<file path="config.mk">
export PLATFORM = sky130hd
export DESIGN_NAME = light_step_ctrl
export DESIGN_NICKNAME = d
export VERILOG_FILES = /design/src/rtl/light_pkg.sv /design/src/rtl/btn_debounce.sv /design/src/rtl/light_step_ctrl.sv
export SDC_FILE = /design/constraint.sdc
export NUM_CORES = 1
export LEC_CHECK = 0
export ABC_AREA = 1
export BUFFER_PORTS_ARGS = -buffer_cell sky130_fd_sc_hd__buf_2
export CAP_MARGIN = 20
export CELL_PAD_IN_SITES_DETAIL_PLACEMENT = 2
export CELL_PAD_IN_SITES_GLOBAL_PLACEMENT = 2
export CORE_UTILIZATION = 32
export DETAILED_ROUTE_END_ITERATION = 16
export PLACE_DENSITY_LB_ADDON = 0.12
export SYNTH_ARGS = -nofsm -noshare
export SYNTH_HDL_FRONTEND = slang
export SYNTH_HIERARCHICAL = 1
export SYNTH_SLANG_ARGS = --single-unit
</file>
<file path="constraint.sdc">
create_clock -name clk -period 1.4 [get_ports clk]
set_clock_uncertainty 0.15 [all_clocks]
set_input_delay 0.07 -clock clk [delete_from_list [all_inputs] [get_ports clk]]
set_output_delay 0.07 -clock clk [all_outputs]
set_load 0.1 [all_outputs]
</file>
<file path="src/rtl/light_pkg.sv">
// Shared types and defaults for the light step controller.
// State encoding: bit0 selects pattern B, bit1 marks a paused state.
package light_pkg;

  localparam int unsigned DEBOUNCE_CYCLES_DEF = 500000;
  localparam int unsigned STEP_DIV_DEF        = 25000000;

  typedef enum logic [1:0] {
    RUN_A   = 2'b00,
    RUN_B   = 2'b01,
    PAUSE_A = 2'b10,
    PAUSE_B = 2'b11
  } state_e;

  // Each press flips its own state bit, so simultaneous presses compose.
  function automatic state_e next_state(input state_e s, input logic mode_press,
                                        input logic pause_press);
    return state_e'(s ^ {pause_press, mode_press});
  endfunction

  function automatic logic is_paused(input state_e s);
    return s[1];
  endfunction

  function automatic logic control_of(input state_e s);
    return ~s[0];
  endfunction

endpackage

</file>
<file path="src/rtl/btn_debounce.sv">
// Two-flop synchronizer, consecutive-sample debounce and registered press pulse
// for one raw pushbutton.
module btn_debounce
  import light_pkg::*;
#(
  parameter int unsigned DEBOUNCE_CYCLES = DEBOUNCE_CYCLES_DEF
) (
  input  logic clk,
  input  logic reset,
  input  logic i_btn,
  output logic o_press
);

  localparam int unsigned          CntW   = $clog2(DEBOUNCE_CYCLES);
  localparam logic [CntW-1:0]      CntMax = CntW'(DEBOUNCE_CYCLES - 1);

  logic            r_sync1;
  logic            r_sync2;
  logic            r_level;
  logic            r_level_d;
  logic            r_press;
  logic [CntW-1:0] r_cnt;

  always_ff @(posedge clk) begin
    if (reset) begin
      r_sync1   <= 1'b0;
      r_sync2   <= 1'b0;
      r_level   <= 1'b0;
      r_level_d <= 1'b0;
      r_press   <= 1'b0;
      r_cnt     <= '0;
    end else begin
      r_sync1   <= i_btn;
      r_sync2   <= r_sync1;
      r_level_d <= r_level;
      r_press   <= r_level & ~r_level_d;
      // The sample that would bring the count to DEBOUNCE_CYCLES flips the level instead.
      if (r_sync2 == r_level) begin
        r_cnt <= '0;
      end else if (r_cnt == CntMax) begin
        r_cnt   <= '0;
        r_level <= ~r_level;
      end else begin
        r_cnt <= r_cnt + 1'b1;
      end
    end
  end

  assign o_press = r_press;

endmodule

</file>
<file path="src/rtl/light_step_ctrl.sv">
// Mode/pause FSM and step divider driving a downstream eight-light pattern stage.
// Both buttons are debounced; the divider runs only in RUN states.
module light_step_ctrl
  import light_pkg::*;
#(
  parameter int unsigned DEBOUNCE_CYCLES = DEBOUNCE_CYCLES_DEF,
  parameter int unsigned STEP_DIV        = STEP_DIV_DEF
) (
  input  logic clk,
  input  logic reset,
  input  logic btn_mode,
  input  logic btn_pause,
  output logic control,
  output logic step,
  output logic paused,
  output logic mode_chg
);

  localparam int unsigned     DivW   = $clog2(STEP_DIV);
  localparam logic [DivW-1:0] DivMax = DivW'(STEP_DIV - 1);

  logic            w_mode_press;
  logic            w_pause_press;
  state_e          w_state_nxt;
  state_e          r_state;
  logic [DivW-1:0] r_div;
  logic            r_control;
  logic            r_paused;
  logic            r_mode_chg;

  btn_debounce #(
    .DEBOUNCE_CYCLES(DEBOUNCE_CYCLES)
  ) u_mode_db (
    .clk    (clk),
    .reset  (reset),
    .i_btn  (btn_mode),
    .o_press(w_mode_press)
  );

  btn_debounce #(
    .DEBOUNCE_CYCLES(DEBOUNCE_CYCLES)
  ) u_pause_db (
    .clk    (clk),
    .reset  (reset),
    .i_btn  (btn_pause),
    .o_press(w_pause_press)
  );

  assign w_state_nxt = next_state(r_state, w_mode_press, w_pause_press);

  always_ff @(posedge clk) begin
    if (reset) begin
      r_state    <= RUN_A;
      r_control  <= 1'b1;
      r_paused   <= 1'b0;
      r_mode_chg <= 1'b0;
      r_div      <= '0;
    end else begin
      r_state    <= w_state_nxt;
      r_control  <= control_of(w_state_nxt);
      r_paused   <= is_paused(w_state_nxt);
      r_mode_chg <= w_mode_press;
      // Clearing on an A/B change keeps step low while mode_chg is high.
      if (w_mode_press) begin
        r_div <= '0;
      end else if (!is_paused(r_state)) begin
        r_div <= (r_div == DivMax) ? '0 : r_div + 1'b1;
      end
    end
  end

  assign step     = !is_paused(r_state) && (r_div == DivMax);
  assign control  = r_control;
  assign paused   = r_paused;
  assign mode_chg = r_mode_chg;

endmodule

</file>
# [Word-level counts from Yosys, hierarchy flattened]
# Cells that the tools add are included.
[totals] ff_bits=78
[classes] add_sub_neg=3 eq_ne=5 muxes=1 bitwise_logic=10 reduce_logical=7
[ops] cell="adder 19 x 1 -> 19 bit (second input constant)" n=2
[ops] cell="== test 19 bit (second input constant)" n=2
[ops] cell="adder 25 x 1 -> 25 bit (second input constant)" n=1
[ops] cell="== test 25 bit (second input constant)" n=1
[ops] cell="2-to-1 mux 25 bit" n=1
[ops] cell="NOT 1 bit" n=7
[ops] cell="OR reduction 3 bit" n=2
[ops] cell="AND reduction 2 bit" n=2
[ops] cell="AND 1 bit" n=2
[ops] cell="== test 1 bit" n=2
[ops] cell="OR reduction 2 bit" n=1
[ops] cell="bitwise XOR 2 bit" n=1
[ops] cell="logical AND 1 bit" n=1
[ops] cell="zero test 1 bit" n=1

# [Longest topological paths before layout]
# Gate-level depths: netlist (run 1).
[logic_depth] depth_word=3 ltp_mapped=10 mapped_depth_nobuf=9

# [By module]
# Netlist (run 1), hierarchy kept.
[by_module_without_submodules] mod="light_step_ctrl" instances=1 cells_each=213 area_each_um2=1540.2
[by_module_without_submodules] mod="btn_debounce (u_mode_db)" instances=1 cells_each=184 area_each_um2=1242.4
[by_module_without_submodules] mod="btn_debounce (u_pause_db)" instances=1 cells_each=183 area_each_um2=1231.2

# [Least setup slack after synthesis (run 1)]
# OpenSTA, ideal clock, no wires.
[synth_timing] path_type="register to register" startpoint="register r_state[1]" endpoint="register r_div[22]" arrival_ns=2.074 t_required_ns=1.133 path_slack_ns=-0.940 path_stages_with_launch=11 n_path_buf=2 period_less_slack_ns=2.340 path_cell_list="dfxtp_1 -> buf_6 -> nor2_1 -> nand2_1 -> nor2_1 -> nand2_2 -> nor2_4 -> nor2_4 -> buf_6 -> nand2_2 -> nor2_1"
[synth_lines] item="from (decl)" line="light_step_ctrl.sv:25" source="state_e r_state;"
[synth_lines] item="from (signal assigned)" line="light_step_ctrl.sv:59" source="r_state <= w_state_nxt;"
[synth_lines] item="to (signal assigned)" line="light_step_ctrl.sv:67" source="r_div <= (r_div == DivMax) ? '0 : r_div + 1'b1;"
[synth_lines] item="to (decl)" line="light_step_ctrl.sv:26" source="logic [DivW-1:0] r_div;"

# [Final worst setup path (run 1)]
[layout_timing] startpoint="register r_div[24]" endpoint="register r_div[17]"
[layout_between] elab_chain_cells=2
[layout_lines] item="== test 25 bit" line="light_step_ctrl.sv:67"
[layout_lines] item="2-to-1 mux 25 bit" line="light_step_ctrl.sv:67"
# Every way passes these cells.
# A chain may end at the register's enable or synchronous reset.

==> reports/qor.yml, run 1 <==
yosysTopAreaCellShare_pct: 38.4
power_frac_seq_pct: 40.2
number_of_warnings_issued_by_yosys: 6
startpoint_type: "register"
timing.max_cap.violations: 0
max_slew.worst_pin.slew_ns: 0.511
wirelength_um: 23300
final_hold_viol_count: 0
layout_worst_path_cycle_share_pct: 140
mappedNetlistNets: 587
power_leakage_nw: 2.54
avgSynthCellArea_um2: 6.92
cts.clk_slew.worst_paths_ns: 0.07
cts_buffer_depth: 2
routed_length_per_instance_um: 26.4
number_of_antenna_violations_at_the_first_check_in_global_routing: 1
worst_setup_path_end_kind: "register"
tritoncts_num_sinks: 77
io_pins: 8
global_route.overflow_total: 0
cts_root_buf: "sky130_fd_sc_hd__clkbuf_16"
grt_pass1_vias: 4975
areaGrowthSynthToFinish_pct: 61.1
synth-seq-cells: 77
core_footprint_um2: 12100
finalMaxSlewViolations: 0
synth_flop_cell: "sky130_fd_sc_hd__dfxtp_1"
port_buffers: 7
power.density_cell_area_nw_per_um2: 850
synth_area_um2: 4010
synth-edff-count: 0
die_h_um: 114
drt.antenna.violating_nets: 0
sum_of_internal_switching_and_leakage_power_mw: 5.50
htree_num_levels: 3
worst_hold_slack_ns: 0.190
detailed_route_vias_per_instance: 5.23
hpwlAfterDp_um: 9450
layout.core_utilization_pct: 53.4
timing.final.crit_period_ns: 1.96
synth-async-reset-ratio_pct: 0
final_net_count: 715
timing.final.ws_setup_ns: -0.562
path_max_fanout: 7
maximum_number_of_pins_on_one_net_before_global_route_repair: 14
instance_count_after_placement_with_tap_cells_included: 830
synth_sequential_area_ratio_pct: 38.4
worst_ep_arrival_time_ns: 2.07
fp.dieW_um: 114
yosysUniqueCellTypes: 28
timing.max_slew.rel_slack_pct: 66.2
most-common-layout-cells: "105 x sky130_fd_sc_hd__nand2_1, 82 x sky130_fd_sc_hd__buf_4, 73 x sky130_fd_sc_hd__nor2_1"
power.switching_fraction_pct: 22.5
global_route_wire_length_before_repair_um: 28100
rsz0062_at_grt: "true"
global_route.usage.total_pct: 29.4
mostFrequentLayoutCell: "sky130_fd_sc_hd__nand2_1"
tritoncts_clock_tree: "yes"
cp_data_required_time_ns: 1.50
cell_internal_pwr_mw: 4.26
setup-violations-final: 65
hold_class: "in -> reg"
cts_made_buffers: 9
drcViolationCount: 0
floorplan.initialDensity_pct: 33.1
layout-drive-gt1-share_pct: 50.1
dr_total_vias: 4612
gp_congestion: 0.771
post_synth_main_area_contributors: "sky130_fd_sc_hd__dfxtp_1 38%, sky130_fd_sc_hd__nor2_1 13%, sky130_fd_sc_hd__nand2_1 12%"
clock_latency_ns: 0.37
setup.worst_path.class: "reg -> reg"
final-instance-count-excl-fill: 882
drt_pass1_iterations: 4
run_status: "finished, violations left"
fmax_mhz: 510
clock_power_share_pct: 55.9
std_cell_rows: 40
share_comb_of_total_power_pct: 3.8
detailedRoute.firstIterationViolations: 218
synthesis.instances: 580
floorplan.die_area_um2: 13000
p_sw_mw: 1.24
violated_checks: "negative setup slack"
power.ir.vdd_worst_mv: 1.23
yosysTopAreaCell: "sky130_fd_sc_hd__dfxtp_1"
[cells by family (layout without fill, tap and decap cells)]
group | Yosys count | after routing | synth area share (%)
AND/OR/NAND/NOR | 372 | 373 | 43.9
AO/OA/AOI/OAI | 28 | 28 | 3.62
other | 0 | 1 | 0
flip-flops | 77 | 77 | 38.4
XOR/XNOR | 23 | 23 | 5.02
adder cells (fa/ha/maj) | 3 | 3 | 0.935
buffers and inverters | 76 | 208 | 7.86
multiplexers | 1 | 1 | 0.249
[through the flow]
step | TNS [ns] | cell area [um^2] | worst slack [ns]
finish | -17.36 | 6470 | -0.562
global route | -20.08 | 6470 | -0.598
CTS | -7.32 | 5840 | -0.430
detailed placement | -10.14 | 4880 | -0.225
global placement | -5.81 | 4880 | -0.136
floorplan | -11.55 | 4030 | -0.639
[routing by layer]
| layer | wire, um | global-route usage (%) |
|---|---|---|
| met1 | 8780 | 30.2 |
| met2 | 12400 | 57.1 |
| met3 | 802 | 6.32 |
| met4 | 1300 | 12.1 |
| met5 | 0 | 0 |
[sequential cells by signal (all words and copies together) (netlist names)]
register,cells
control,1
u_pause_db/r_sync1,1
u_mode_db/r_level_d,1
u_pause_db/r_level,1
u_mode_db/r_level,1
mode_chg,1
u_mode_db/r_cnt,19
u_mode_db/o_press,1
u_mode_db/r_sync2,1
u_pause_db/o_press,1
r_state,2
u_pause_db/r_sync2,1
r_div,25
u_pause_db/r_cnt,19
u_mode_db/r_sync1,1
u_pause_db/r_level_d,1
[synth_stat cells (3+ instances only)]
cell type                 number
sky130_fd_sc_hd__nor2_4       12
sky130_fd_sc_hd__dfxtp_1      77
sky130_fd_sc_hd__nand2_2      21
sky130_fd_sc_hd__o21ai_0       4
sky130_fd_sc_hd__nand2_1     127
sky130_fd_sc_hd__nand3_2       3
sky130_fd_sc_hd__nand4_1       8
sky130_fd_sc_hd__ha_1          3
sky130_fd_sc_hd__xnor2_1       6
sky130_fd_sc_hd__nor3_1        8
sky130_fd_sc_hd__xor2_1       17
sky130_fd_sc_hd__buf_6         4
sky130_fd_sc_hd__nor2_2        8
sky130_fd_sc_hd__nand3_1      38
sky130_fd_sc_hd__or2_2         4
sky130_fd_sc_hd__inv_2         9
sky130_fd_sc_hd__nor2_1      134
sky130_fd_sc_hd__inv_1        63
sky130_fd_sc_hd__a21oi_1      21
[power groups by stage]
stage	Sequential, mW	Clock (mW)	Combinational, mW
2_1_floorplan	2.26	0	0.0597
3_3_place_gp	2.26	0	0.112
3_5_place_dp	2.26	0	0.119
4_1_cts	2.22	3.03	0.158
5_1_grt	2.21	3.19	0.219
6_report	2.21	3.07	0.211
[path summary, 6_finish.rpt]
| check | start | endpoint | slack (ns) | cells after the start |
|---|---|---|---|---|
| setup reg to reg | r_div[24] | r_div[17] | -0.56 | 12 |
| hold reg to reg | u_mode_db/r_level_d | u_mode_db/o_press | 0.30 | 1 |
| hold / removal | reset | r_state[1] | 0.19 | 3 |
| setup / recovery | r_div[24] | r_div[17] | -0.56 | 12 |
[area by class of cell]
type	instances	area (um^2)
Antenna cell	1	2.50
Clock buffer	10	239
Clock inverter	6	134
Fill cell	1326	5640
Inverter	72	283
Multi-Input combinational cell	428	2910
Sequential cell	77	1600
Tap cell	168	210
Timing Repair Buffer	120	1080
[critical path: stages, from the launching register on]
cell,delay (ns)
sky130_fd_sc_hd__dfxtp_1,0.31
sky130_fd_sc_hd__inv_1,0.09
sky130_fd_sc_hd__nor2_1,0.15
sky130_fd_sc_hd__nand2_1,0.14
sky130_fd_sc_hd__nor2_2,0.16
sky130_fd_sc_hd__nand2_2,0.09
sky130_fd_sc_hd__nor2_4,0.15
sky130_fd_sc_hd__buf_4,0.14
sky130_fd_sc_hd__nor2_4,0.04
sky130_fd_sc_hd__buf_4,0.14
sky130_fd_sc_hd__buf_12,0.14
sky130_fd_sc_hd__nand2_2,0.09
sky130_fd_sc_hd__nor2_1,0.05
[repair_timing]
item | in CTS | in global routing
setup endpoints to repair | 64 | 65
cloned | 1 | 1
buffers inserted | 16 | 16
pin swaps | 42 | 56
gates resized for setup | 117 | 136
hold endpoints to repair | 9 | 0
hold buffers | 4 | 0
Power figures use the tool's default switching activity.
==> run 2: changes to the inputs <==
Settings changed: CORE_UTILIZATION 32 to 39, GPL_TIMING_DRIVEN set to 0.
Clock period 1.4 ns to 2.5 ns, I/O delays scaled along.
==> run 2 against run 1 <==
Compared with the run above:
- the flow now finishes without violations
- cell area is 31% lower
- die area is 18% lower
- sequential share of layout area is 9.8 points higher
- largest power group is now sequential cells
- highest routed layer unchanged
==> reports/qor.yml, run 2 (synthesis results as in run 1) <==
run_status: "finished, final reports clean"
final_area_um2: 4460  # -31%
routed_length_per_instance_um: 15.3  # -42%
port_buffers: 7  # unchanged
critical_path.endpoint: "step"
multiInputGateArea_um2: 2160  # -26%
wirelength_um: 11400  # -51%
power.ir.vdd_worst_mv: 0.230  # -81%
tritoncts_clock_tree: "yes"
area_of_all_sequential_standard_cells_um2: 1540  # -3.8%
power_frac_seq_pct: 55.2  # +15 points
p_sw_uw: 568  # -54%
clock_latency_ns: 0.37  # about the same
global_route_wire_length_before_repair_um: 18800  # -33%
rsz0062_at_grt: "false"
timing.setup.tns_ns: 0  # +17.36 ns
timing.max_slew.rel_slack_pct: 67.2  # +1.0 points
floorplan.die_area_um2: 10700  # -18%
reg2reg_depth: 8  # -4
startpoint_type: "register"
finalMaxSlewViolations: 0  # unchanged
worst_hold_slack_ns: 0.256  # +0.0662 ns
grt_pass1_vias: 3983  # -20%
share_comb_of_total_power_pct: 2.5  # -1.3 points
std_cell_rows: 36  # -10%
insertedDiodeCount: 0  # -1
cell_internal_pwr_mw: 1.68  # -61%
crit_buf_inv: 1  # -3
drcViolationCount: 0  # unchanged
cts_buffer_depth: 2  # unchanged
reg2reg_to: "r_div[14]"
maximum_number_of_pins_on_one_net_before_global_route_repair: 15  # +1
placement.cell_area_um2: 4220  # -14%
register_name_with_the_most_flops: "r_div"
clock_power_share_pct: 42.3  # -14 points
power.switching_fraction_pct: 25.3  # +2.8 points
fillCellCount: 1196  # -9.8%
setup.reg_to_reg.worst_slack_ns: 0.66  # +1.22 ns
timing.final.crit_period_ns: 2.27
layout_worst_path_cycle_share_pct: 90.6
cts_root_buf: "sky130_fd_sc_hd__clkbuf_8"
drt_pass1_iterations: 6  # +2
top_regs: "r_div: 25 flops, u_mode_db/r_cnt: 19 flops, u_pause_db/r_cnt: 19 flops"
timing.critical_path.max_delay_family: "simple AND/OR/NAND/NOR gates"
layout-drive-gt1-share_pct: 15.1  # -35 points
fp.dieW_um: 103  # -9.3%
tritoncts_num_sinks: 77  # unchanged
max_slew.worst_pin.slew_ns: 0.495  # -0.0158 ns
timing.final.ws_setup_ns: 0.234  # +0.796 ns
power_leakage_nw: 1.67  # -34%
critical_path.slowest_cell: "sky130_fd_sc_hd__buf_2"
global_route.overflow_total: 0  # unchanged
detailedRoute.firstIterationViolations: 56  # -74%
fmax_mhz: 441
power.density_cell_area_nw_per_um2: 504  # -41%
worst_setup_path_end_kind: "primary output"
crit_top_cell: "sky130_fd_sc_hd__nor2_4"
final_hold_viol_count: 0  # unchanged
largest_register_ffs: 25  # unchanged
dr_total_vias: 3681  # -20%
post-cts-setup-buffers: 0  # -16
crit_start: "r_div[0]"
global_route.usage.total_pct: 23.3  # -6.1 points
final_net_count: 610  # -15%
die_h_um: 103  # -9.3%
path_max_fanout: 4  # -3
hpwlAfterDp_um: 8520  # -9.8%
cts.clk_slew.worst_paths_ns: 0.09  # +0.02 ns
timing.hold.worst_path_depth: 1  # -2
areaGrowthSynthToFinish_pct: 11.1
core_footprint_um2: 9860  # -19%
cp_data_required_time_ns: 2.23  # +0.73 ns
floorplan.initialDensity_pct: 40.7  # +7.5 points
path_cells: "ha_1 -> nand2_1 -> nor2_4 -> nand3_2 -> nor2_4 -> buf_2"
io_pins: 8  # unchanged
preCtsSetupSlack_ns: 0.659  # +0.884 ns
setup.worst_path.class: "reg -> out"
cts_made_buffers: 9  # unchanged
mostFrequentLayoutCell: "sky130_fd_sc_hd__nor2_1"
setup-violations-final: 0  # -100%
htree_num_levels: 3  # unchanged
drt.antenna.violating_nets: 0  # unchanged
sum_of_internal_switching_and_leakage_power_mw: 2.25  # -59%
number_of_antenna_violations_at_the_first_check_in_global_routing: 0  # -1
most-common-layout-cells: "134 x sky130_fd_sc_hd__nor2_1, 127 x sky130_fd_sc_hd__nand2_1, 77 x sky130_fd_sc_hd__dfxtp_1"
hold_class: "reg -> reg"
detailed_route_vias_per_instance: 4.97  # -5.0%
worst_ep_arrival_time_ns: 1.99  # -0.08 ns
gp_congestion: 0.793  # +2.8%
reg2reg_from: "r_div[0]"
timing.max_cap.violations: 0  # unchanged
critical_path_cell_count: 6  # -6
crit_path_max_incr_delay_ns: 0.44  # +0.13 ns
## run 2: layout make-up
cell class,instances,area share [%]
buffer,4,1.01
multi-input combinational,427,48.4
inverter,72,6.06
sequential,77,34.6
tap,133,3.73
timing repair buffer,12,1.91
clock buffer,11,3.40
clock inverter,5,0.926
## run 2: worst register-to-register path, stage by stage (launching register included)
cell,delay (ns)
sky130_fd_sc_hd__dfxtp_1,0.39
sky130_fd_sc_hd__ha_1,0.20
sky130_fd_sc_hd__nand2_1,0.13
sky130_fd_sc_hd__nor2_1,0.25
sky130_fd_sc_hd__nand2_1,0.19
sky130_fd_sc_hd__nor2_2,0.20
sky130_fd_sc_hd__nand3_1,0.11
sky130_fd_sc_hd__nand2_2,0.08
sky130_fd_sc_hd__nor2_1,0.04
## run 2: routing by layer
layer	GRT usage (%)	vias up	routed length [um]
li1	-	1839	-
met1	25.7	1810	4990
met2	45.0	25	6080
met3	4.84	7	200
met4	5.63	0	101
met5	0	-	0
## run 2: how the worst min path moves through the flow
stage	slack (ns)	from	to
after global routing	0.27	u_pause_db/r_sync1	u_pause_db/r_sync2
final	0.26	u_mode_db/r_level_d	u_mode_db/o_press
after detailed placement	0.20	btn_pause	u_pause_db/r_sync1
after CTS	0.25	u_mode_db/r_level_d	u_mode_db/o_press
after floorplan	0.05	reset	u_mode_db/r_sync1
after global placement	0.19	btn_pause	u_pause_db/r_sync1
## run 2: what timing repair did
| item | CTS | global route |
|---|---|---|
| endpoints found under the hold margin | 6 | 0 |
| resized for setup | 0 | 0 |
| setup endpoints to repair | 0 | 0 |
| hold buffers | 5 | 0 |
## run 2: power groups by stage
stage	combinational, mW	sequential (mW)	clock [mW]
2_1_floorplan	0.0334	1.27	0
3_3_place_gp	0.0476	1.27	0
3_5_place_dp	0.0514	1.27	0
4_1_cts	0.0578	1.24	0.980
5_1_grt	0.0631	1.24	1.03
6_report	0.0565	1.24	0.951
## run 2: stage by stage
step,std cells,utilization [%]
global placement,720,42.7
detailed placement,720,42.7
global route,741,45.2
CTS,741,45.2
floorplan,580,-
finish,741,45.2
==> run 3: changes to the inputs <==
Settings changed: CTS_CLUSTER_DIAMETER set to 60, REMOVE_ABC_BUFFERS set to 1.
==> run 3 against run 2 <==
Compared with the run above:
- clock power is 15% higher
- non-clock buffer count down 5
- critical endpoint unchanged
- fmax grew 5.7%
- die area unchanged
- highest routed layer unchanged
- largest cell class unchanged
==> reports/qor.yml, run 3 (synthesis results as in run 1) <==
path_cells: "ha_1 -> nand2_1 -> nor2_4 -> nand3_2 -> nor2_4 -> buf_2"
floorplan.initialDensity_pct: 40.7  # unchanged
htree_num_levels: 3  # unchanged
port_buffers: 7  # unchanged
clock_latency_ns: 0.35  # -0.02 ns
cts.clk_slew.worst_paths_ns: 0.09  # about the same
detailedRoute.firstIterationViolations: 76  # +36%
timing.final.crit_period_ns: 2.14  # -0.122 ns
final-instance-count-excl-fill: 736  # -0.67%
rsz0062_at_grt: "false"
layout-drive-gt1-share_pct: 14.6  # -0.54 points
fp.dieW_um: 103  # unchanged
grt_pass1_vias: 4014  # +0.78%
std_cell_rows: 36  # unchanged
power.density_cell_area_nw_per_um2: 536  # +6.4%
maximum_number_of_pins_on_one_net_before_global_route_repair: 15  # unchanged
timing.critical_path.max_delay_family: "simple AND/OR/NAND/NOR gates"
insertedDiodeCount: 0  # unchanged
setup-violations-final: 0  # unchanged
setup.worst_path.class: "reg -> out"
cp_data_required_time_ns: 2.23  # about the same
crit_path_max_incr_delay_ns: 0.43  # about the same
final_area_um2: 4430  # -0.53%
top_regs: "r_div: 25 flops, u_mode_db/r_cnt: 19 flops, u_pause_db/r_cnt: 19 flops"
finalMaxSlewViolations: 0  # unchanged
number_of_antenna_violations_at_the_first_check_in_global_routing: 0  # unchanged
most-common-layout-cells: "134 x sky130_fd_sc_hd__nor2_1, 127 x sky130_fd_sc_hd__nand2_1, 77 x sky130_fd_sc_hd__dfxtp_1"
cts_root_buf: "sky130_fd_sc_hd__clkbuf_8"
worst_setup_path_end_kind: "primary output"
max_slew.worst_pin.slew_ns: 0.574  # +0.0790 ns
areaGrowthSynthToFinish_pct: 10.5
global_route.usage.total_pct: 23.2  # -0.070 points
detailed_route_vias_per_instance: 5.02  # +0.98%
mostFrequentLayoutCell: "sky130_fd_sc_hd__nor2_1"
timing.max_cap.violations: 0  # unchanged
fmax_mhz: 467  # +5.7%
placement.cell_area_um2: 4170  # -1.1%
hpwlAfterDp_um: 8140  # -4.5%
tritoncts_clock_tree: "yes"
fillCellCount: 1190  # -0.50%
timing.setup.tns_ns: 0  # unchanged
power.ir.vdd_worst_mv: 0.274  # +19%
run_status: "finished, final reports clean"
worst_ep_arrival_time_ns: 1.87  # -0.12 ns
crit_buf_inv: 1  # unchanged
tritoncts_num_sinks: 77  # unchanged
layout_worst_path_cycle_share_pct: 85.7  # -4.9 points
routed_length_per_instance_um: 15.3  # -0.47%
final_hold_viol_count: 0  # unchanged
gp_congestion: 0.772  # -2.6%
power_leakage_nw: 1.66  # -0.60%
drt.antenna.violating_nets: 0  # unchanged
cts_buffer_depth: 2  # unchanged
die_h_um: 103  # unchanged
dr_total_vias: 3692  # +0.30%
final_net_count: 605  # -0.82%
hold_class: "reg -> reg"
global_route_wire_length_before_repair_um: 19000  # +0.95%
register_name_with_the_most_flops: "r_div"
core_footprint_um2: 9860  # unchanged
global_route.overflow_total: 0  # unchanged
largest_register_ffs: 25  # unchanged
path_max_fanout: 4  # unchanged
critical_path.slowest_cell: "sky130_fd_sc_hd__buf_2"
timing.max_slew.rel_slack_pct: 61.7  # -5.5 points
drt_pass1_iterations: 4  # -2
crit_top_cell: "sky130_fd_sc_hd__nor2_4"
wirelength_um: 11200  # -1.1%
drcViolationCount: 0  # unchanged
startpoint_type: "register"
floorplan.die_area_um2: 10700  # unchanged
cts_made_buffers: 9  # unchanged
io_pins: 8  # unchanged
instance_count_after_placement_with_tap_cells_included: 716  # -0.56%
## run 3: changes by cell type in the layout (fill, tap and decap cells not counted), sizes merged
cell         delta
buf             -4
bufinv          +2
clkinv          +2
inv             -2
clkbuf          -1
clkinvlp        -1
dlygate4sd3     -1
## run 3: what timing repair did
item / 4_1_cts / 5_1_grt
resized for setup: 0 / 0
hold buffers: 4 / 0
setup buffers: 0 / 0
endpoints found under the hold margin: 8 / 0
## run 3: path summary, 6_finish.rpt
| kind | start | end | slack [ns] | depth (start not counted) |
|---|---|---|---|---|
| worst min-delay path | u_mode_db/r_level_d | u_mode_db/o_press | 0.25 | 1 |
| worst max-delay path | r_div[0] | step | 0.36 | 6 |
| worst min register to register | u_mode_db/r_level_d | u_mode_db/o_press | 0.25 | 1 |
| worst max register to register | r_state[1] | r_div[18] | 0.52 | 8 |
## run 3: layer usage
metal,global-route usage (%),vias to the layer above,part of all wire (%)
met3,4.30,8,1.3
met4,5.42,0,0.95
met2,44.3,20,53
met1,26.5,1841,45
met5,0,-,0
li1,-,1823,-
## run 3: cell type report
class | instances | area (um^2) | area share, %
multi-input combinational | 427 | 2160 | 48.6
sequential | 77 | 1540 | 34.8
inverter | 72 | 270 | 6.09
tap | 133 | 166 | 3.75
clock buffer | 10 | 138 | 3.10
clock inverter | 6 | 86.3 | 1.95
timing repair buffer | 11 | 75.1 | 1.69
## run 3: power breakdown
part | internal [mW] | leakage (nW) | switching [mW]
sequential | 1.23 | 0.622 | 0.00581
combinational | 0.0179 | 0.928 | 0.0325
clock | 0.588 | 0.112 | 0.501
total | 1.84 | 1.66 | 0.539
## run 3: metrics by stage
step / total power, mW / utilization [%] / hold WS [ns] / worst slack (ns)
CTS: 2.41 / 45.0 / 0.255 / 0.328
detailed placement: 1.31 / 42.3 / 0.201 / 0.497
floorplan: 1.30 / - / 0.0462 / 0.120
global route: 2.47 / 45.0 / 0.271 / 0.213
finish: 2.38 / 45.0 / 0.250 / 0.356
global placement: 1.31 / 42.3 / 0.185 / 0.543
